==> config.mk <==
export PLATFORM = sky130hd
export DESIGN_NAME = spi_core
export DESIGN_NICKNAME = d
export VERILOG_FILES = /design/src/rtl/spi_core.sv
export SDC_FILE = /design/constraint.sdc
export NUM_CORES = 1
export LEC_CHECK = 0
export CAP_MARGIN = 15
export CORE_ASPECT_RATIO = 0.5
export CORE_MARGIN = 2
export CORE_UTILIZATION = 50
export CTS_BUF_LIST = sky130_fd_sc_hd__clkbuf_16
export DETAILED_ROUTE_END_ITERATION = 16
export GPL_TIMING_DRIVEN = 0
export PLACE_DENSITY_LB_ADDON = 0.05
export SYNTH_ARGS = -nofsm -noshare
export SYNTH_HDL_FRONTEND = slang
export SYNTH_SLANG_ARGS = --single-unit
==> constraint.sdc <==
create_clock -name clk -period 2.53 [get_ports clk]
set_clock_uncertainty 0.1 [all_clocks]
set_input_delay 0.253 -clock clk [delete_from_list [all_inputs] [get_ports clk]]
set_output_delay 0.253 -clock clk [all_outputs]
set_load 0.01 [all_outputs]
==> src/rtl/spi_core.sv <==
// SPI master core on an MMIO slot: divisor/mode/slave-select registers plus an
// 8-bit full-duplex shifter. Supports all four CPOL/CPHA modes.
module spi_core #(
  parameter int S = 1
) (
  input  logic          clk,
  input  logic          reset,
  input  logic          cs,
  input  logic          read,
  input  logic          write,
  input  logic [4:0]    addr,
  input  logic [31:0]   wr_data,
  output logic [31:0]   rd_data,
  output logic          spi_sclk,
  output logic          spi_mosi,
  input  logic          spi_miso,
  output logic [S-1:0]  spi_ss_n
);

  // state    | meaning
  // IDLE     | ready, waiting for a tx byte write
  // CPHA_DLY | half-period lead-in used only when cpha=1
  // P0       | first half of a bit; MISO sampled at its end
  // P1       | second half of a bit; shift out next bit or finish
  typedef enum logic [1:0] {IDLE, CPHA_DLY, P0, P1} state_t;

  state_t      state;
  logic [15:0] cnt;
  logic [2:0]  bit_cnt;
  logic [7:0]  tx_shift;
  logic [7:0]  rx_shift;
  logic [7:0]  rx_data;
  logic [15:0] dvsr;
  logic        cpol;
  logic        cpha;
  logic        sclk_q;
  logic [S-1:0] ss_q;

  logic ready;
  logic wr_ss;
  logic wr_ctrl;
  logic wr_start;
  logic cpol_n;
  logic half_done;

  assign ready     = (state == IDLE);
  assign wr_ss     = cs & write & (addr[1:0] == 2'd1);
  assign wr_ctrl   = cs & write & (addr[1:0] == 2'd2) & ready;
  assign wr_start  = cs & write & (addr[1:0] == 2'd3) & ready;
  assign half_done = (cnt == dvsr);
  // Idle SCLK follows a polarity write in the same edge it is written.
  assign cpol_n    = wr_ctrl ? wr_data[16] : cpol;

  always_ff @(posedge clk or negedge reset) begin
    if (!reset) begin
      state    <= IDLE;
      cnt      <= '0;
      bit_cnt  <= '0;
      tx_shift <= '0;
      rx_shift <= '0;
      rx_data  <= '0;
      dvsr     <= 16'd49;
      cpol     <= 1'b0;
      cpha     <= 1'b0;
      sclk_q   <= 1'b0;
      ss_q     <= '1;
    end else begin
      if (wr_ss)
        ss_q <= wr_data[S-1:0];
      case (state)
        IDLE: begin
          sclk_q <= cpol_n;
          if (wr_ctrl) begin
            dvsr <= wr_data[15:0];
            cpol <= wr_data[16];
            cpha <= wr_data[17];
          end
          if (wr_start) begin
            tx_shift <= wr_data[7:0];
            rx_shift <= '0;
            bit_cnt  <= '0;
            cnt      <= '0;
            state    <= cpha ? CPHA_DLY : P0;
          end
        end
        CPHA_DLY: begin
          if (half_done) begin
            cnt    <= '0;
            state  <= P0;
            sclk_q <= ~cpol;
          end else begin
            cnt <= cnt + 16'd1;
          end
        end
        P0: begin
          if (half_done) begin
            cnt      <= '0;
            rx_shift <= {rx_shift[6:0], spi_miso};
            state    <= P1;
            sclk_q   <= cpol ^ ~cpha;
          end else begin
            cnt <= cnt + 16'd1;
          end
        end
        P1: begin
          if (half_done) begin
            cnt <= '0;
            if (bit_cnt == 3'd7) begin
              rx_data <= rx_shift;
              state   <= IDLE;
              sclk_q  <= cpol;
            end else begin
              tx_shift <= {tx_shift[6:0], 1'b0};
              bit_cnt  <= bit_cnt + 3'd1;
              state    <= P0;
              sclk_q   <= cpol ^ cpha;
            end
          end else begin
            cnt <= cnt + 16'd1;
          end
        end
        default: state <= IDLE;
      endcase
    end
  end

  always_comb begin
    rd_data = '0;
    if (addr[1:0] == 2'd0)
      rd_data = {23'b0, ready, rx_data};
  end

  assign spi_sclk = sclk_q;
  assign spi_mosi = (state != IDLE) ? tx_shift[7] : 1'b0;
  assign spi_ss_n = ss_q;

  // Read strobe and upper address bits carry no meaning for this slot.
  logic unused_bits;
  assign unused_bits = &{1'b0, read, addr[4:2], wr_data[31:18]};

endmodule

-- Yosys cells after proc, flatten, opt, wreduce, memory -nomap -nowiden
Cells that the tools add are included.
- register bits after elaboration: 65
- input bits: 43
- logic and storage cells: 77
- add/subtract/negate cells: 2
- equality and inequality tests: 13
- multiplexer cells: 29
- bitwise operators: 10
- reductions and logical operators: 12
- operators by type and width (kind ; count):
    2-to-1 mux 8 bit ; 5
    2-to-1 mux 16 bit ; 2
    case mux 16 bit (2 select lines) ; 1
    case mux 8 bit (2 select lines) ; 2
    adder 16 x 1 -> 16 bit, second input constant ; 1
    == test 16 bit ; 1
    2-to-1 mux 2 bit ; 6
    2-to-1 mux 3 bit ; 3
    2-to-1 mux 9 bit ; 1
    AND reduction 3 bit ; 3
    == test 2 bit, second input constant ; 4
    != test 2 bit, second input constant ; 4
    case mux 2 bit (4 select lines) ; 1
    AND reduction 4 bit ; 2
    bitwise AND 1 bit ; 6
    2-to-1 mux 1 bit ; 6
    case mux 3 bit (2 select lines) ; 1
    nonzero test 2 bit ; 3
    == test 2 x 1 -> 1 bit, second input constant ; 2
    zero test 2 bit ; 2
    case mux 1 bit (4 select lines) ; 1
    adder 3 x 1 -> 3 bit, second input constant ; 1
    == test 3 bit, second input constant ; 1
    OR reduction 3 bit ; 1
    4 further kinds ; 6

-- Logic depth before layout (Yosys ltp)
- word-level depth: 5
- gate-level depth with buffers: 8

-- Worst setup path before layout
No wires, ideal clock.
- kind: register to register
- start point: register state[1]
- end point: register sclk_q (netlist: spi_sclk)
- arrival: 1.844 ns
- slack: 0.460 ns
- stages on the path, launching flop included: 7
- clock period less this slack: 2.070 ns
- cell sequence: dfrtp_1 buf_6 or2_1 buf_6 nor3_4 mux2_2 a221o_1
- cells in the longest elaborated chain, start to end: 4
- elaborated cells on any way between the ends: 11
- classes of those cells: eq/ne: 6; mux: 2; bitwise: 1; reduce/logical: 2
- ends and longest elaborated chain (item ; RTL line ; RTL):
    start: declaration ; 27 ; state_t state;
    start signal: assignment ; 83 ; state <= cpha ? CPHA_DLY : P0;
    zero test 2 bit ; 46, 70 ;
    bitwise AND 1 bit ; 48 ; assign wr_ctrl = cs & write & (addr[1:0] == 2'd2) & ready;
    2-to-1 mux 1 bit ; n/a ;
    case mux 1 bit (4 select lines) ; 70 ; case (state)
    end signal: assignment ; 72 ; sclk_q <= cpol_n;
    end signal: assignment ; 90 ; sclk_q <= ~cpol;
    end signal: assignment ; 100 ; sclk_q <= cpol ^ ~cpha;
    end: declaration ; 36 ; logic sclk_q;
Parallel ways exist; a longest one is shown, timed or not.
A chain may end at the register's enable or synchronous reset.

-- Final worst setup path
- start point: register cnt[9]
- end point: register cnt[9]
- cells in the longest elaborated chain, start to end: 3
- elaborated cells on any way between the ends: 4
- classes of those cells: add/sub: 1; eq/ne: 1; mux: 2
- ends and longest elaborated chain (item ; RTL line ; RTL):
    start: declaration ; 28 ; logic [15:0] cnt;
    start signal: assignment ; 92 ; cnt <= cnt + 16'd1;
    start signal: assignment ; 102 ; cnt <= cnt + 16'd1;
    start signal: assignment ; 119 ; cnt <= cnt + 16'd1;
    adder 16 x 1 -> 16 bit / == test 16 bit (equally long branches) ; n/a ;
    2-to-1 mux 16 bit * ; 87, 96, 106 ;
    case mux 16 bit (2 select lines) * ; 70 ;
Every way passes the cells marked *; elsewhere a longest branch is shown, timed or not.

==> metrics.md <==
| Metric | Value |
|---|---|
| Fin Setup TNS | `0 ps` |
| Crit-path leading delay family | `simple AND/OR/NAND/NOR gates` |
| Synth Area in Compound Gates | `0.129` |
| Post-cts resize count | `0` |
| Crit path required time | `2640 ps` |
| GPL Wtd Cong | `0.874` |
| Period utilization | `0.927` |
| Pin count of the biggest net entering global routing | `66` |
| First-pass GRT wire length | `12,900 um` |
| Die Area | `7720 um^2` |
| Crit path max fanout | `10` |
| Hold Crit Class | `in2reg` |
| IO Count | `78` |
| Post-detail-place hpwl | `5310 um` |
| VDD IR max | `0.427 mV` |
| Vias | `2,638` |
| Final worst path period need | `2350 ps` |
| Mux cell area share after synthesis | `0.107` |
| Ys async rst share | `1.00` |
| Synthesized flop and latch total | `65` |
| Actual slew at the worst max-slew pin | `822 ps` |
| Vias in the first global route | `2,706` |
| Hold_sp | `spi_miso` |
| Endpoints failing hold | `0` |
| Num rows | `21` |
| Number of fill cells | `539` |
| Die width | `122 um` |
| Int Power | `1.77 mW` |
| Initial Util | `0.520` |
| Unique masters post-synth | `47` |
| Die height | `63.1 um` |
| Cell Area, Synth | `3500 um^2` |
| Syn_area_per_cell | `10.5 um^2` |
| Origin of the critical flop-to-flop path | `cnt[9]$_DFFE_PN0N_` |
| # H-tree levels | `3` |
| DR WL/cell | `15.0 um` |
| Area Overhead vs Synth | `23.9%` |
| Setup-failing EPs final | `0` |
| Yosys synthesis warning count | `0` |
| Synthesized instance count | `333` |
| Comb pwr share | `0.063` |
| WHS | `375 ps` |
| Most Frequent Cell on Critical Path | `buf_2` |
| CTS Buffer Depth | `2` |
| Share of layout cells above drive strength 1 | `0.199` |
| CP bufs+invs | `2` |
| CTS tree | `built` |
| Synth top area cells | `dfrtp_1 44%, mux2_2 8.4%, buf_4 4.9%` |
| Number of buffers created by CTS | `9` |
| Final Worst Setup Slack | `185 ps` |
| DRC | `0` |
| Clock share of power | `0.467` |
| Worst rel slew slack | `0.452` |
| Vias per cell | `5.28` |
| Critical setup path kind | `reg2reg` |
| Ys flop type | `dfrtp_1` |
| Hold EP | `rx_shift[0]$_DFFE_PN0P_` |
| Leakage | `2.10 nW` |
| Reg2Reg Depth | `7` |
| Worst-path clk slew | `50 ps` |
| Crit path arrival time | `2460 ps` |
| Sw Pwr | `0.496 mW` |
| Yosys top cell area share | `0.436` |
| Input/output buffers | `36` |
| Max incr delay on CP | `450 ps` |
| Post-synthesis simple-gate area fraction | `0.150` |
| Post-synth EDFFs | `0` |
| FMAX | `426 MHz` |
| NumNets Final | `449` |
| Core area | `6730 um^2` |
| Post-Place Worst Slack | `19.3 ps` |
| Crit end category | `flip-flop` |
| Outcome | `finished clean` |
| Total congestion overflow | `0` |
| Register area | `1630 um^2` |
| Crit-path cells | `xor2_1 > nor4_1 > nand4_1 > buf_2 > buf_2 > a41oi_1 > o31ai_1` |
| Most frequent cells after synthesis | `61 x dfrtp_1, 26 x mux2_2, 23 x buf_4, 23 x nand2_1, 21 x inv_1` |
| Adder-cell area share of the yosys netlist | `0.0107` |
| Initial DRC count | `229` |
| Switch share | `0.218` |
| Flop-to-flop setup slack | `180 ps` |
| Clock root cell | `clkbuf_16` |
| Multi-input gate area | `1610 um^2` |
| Total Routing Usage GR | `0.219` |
| Fraction of power consumed by sequential logic | `0.470` |
| Overall power | `2.27 mW` |
| Slew Viols, Final | `0` |
| Detail Route Antenna Nets | `0` |
| Max_cap viols | `0` |
| Largest family of logic cells by synthesized area | `simple AND/OR/NAND/NOR gates` |
| Hold Path Stages | `3` |
| Worst path slowest cell | `dfrtp_1` |
| Util after Layout | `0.644` |
| Pre-Repair DR Iteration Count | `4` |
| CTS Sinks | `65` |
| Worst skew pair latency | `330 ps` |
| Crit path launch type | `flip-flop` |
| Pwr Density | `524 nW/um^2` |
| Sequential area share after synthesis | `0.467` |
| R2R Path End | `cnt[9]$_DFFE_PN0N_` |
| Xor-xnor portion of the synthesized cell area | `0.0401` |
| Top-count cell post-synth | `dfrtp_1` |
| Antenna violations before repair | `0` |
| Final wirelength | `7520 um` |
| Ant diodes | `0` |
| RSZ-0062 raised after global routing | `no` |
| Largest area contributor in the netlist | `dfrtp_1` |
[worst max path at each step]
stage,slack (ps),from,cells after the start,to
6_report,180,cnt[9]$_DFFE_PN0N_,7,cnt[9]$_DFFE_PN0N_
4_1_cts,130,cnt[0]$_DFFE_PN0N_,5,rx_data[5]$_DFFE_PN0P_
2_1_floorplan,460,state[1]$_DFFE_PN0P_,6,spi_sclk$_DFFE_PN0P_
3_5_place_dp,20,addr[0],7,tx_shift[4]$_DFFE_PN0P_
5_1_grt,3,cnt[7]$_DFFE_PN0N_,7,cnt[9]$_DFFE_PN0N_
3_3_place_gp,-990,reset,1,cnt[12]$_DFFE_PN0N_
[cells in the final DEF (no fill, tap or decap), types with 9 or more instances in the layout]
cell and n:
clkbuf_16 9, nor2_1 15, buf_4 24, and2_1 12, inv_1 26, nand2_1 23, conb_1 23, xor2_1 16
nand3_1 9, nand4_1 9, clkdlybuf4s50_1 35, dfrtp_1 61, o2bb2ai_1 12, a31oi_1 11, mux2_2 26
[per-stage QoR]
stage,cell area (um^2),instances
after detailed placement,4050,483
after global placement,4060,483
after global routing,4330,500
after floorplan,3580,355
final,4330,500
after CTS,4310,499
[final cells by class]
class | count | area share
Buffer | 37 | 0.0589
Clock buffer | 9 | 0.0520
Clock inverter | 7 | 0.00635
Inverter | 21 | 0.0182
Multi-Input combinational cell | 231 | 0.372
Sequential cell | 65 | 0.377
Tap cell | 92 | 0.0266
Timing Repair Buffer | 38 | 0.0895
[sequential cells by signal (all words and copies together) (netlist names)]
name	count
bit_cnt	3
cnt	16
cpha	1
cpol	1
dvsr	16
rx_data	8
rx_shift	8
spi_sclk	1
spi_ss_n	1
state	2
tx_shift	8
[worst min-delay path: cells and delay by family]
family / cells / cell delay (ps)
buffers and inverters: 2 / 460
muxes: 1 / 50
[logic make-up after synthesis]
group | count (synthesis)
muxes | 34
and+or+nand+nor | 96
AOI/OAI and AO/OA | 59
xor gates and xnor gates | 16
buffers and inverters | 59
DFF | 65
adders and majority gates | 3
other | 1
[power by group through the flow]
stage	clock, mW	sequential [mW]	combinational (mW)
floorplan	0	1.08	0.0634
global placement	0	1.08	0.140
CTS	1.09	1.07	0.144
detailed placement	0	1.08	0.143
finish	1.06	1.07	0.144
global route	1.14	1.07	0.159
[layer usage]
layer / vias up / GRT usage / routed length, um
li1: 1271 / - / -
met1: 1280 / 0.292 / 3530
met2: 85 / 0.339 / 3450
met3: 2 / 0.0770 / 522
met4: 0 / 0.0618 / 19
met5: - / 0 / 0
[timing repair]
item                                    in CTS  in global routing
buffers inserted                             0                  1
pin swaps                                    0                  2
hold buffers                                 1                  0
hold endpoints to repair                    61                  0
endpoints found under the setup margin       2                  8
Power figures use the tool's default switching activity.
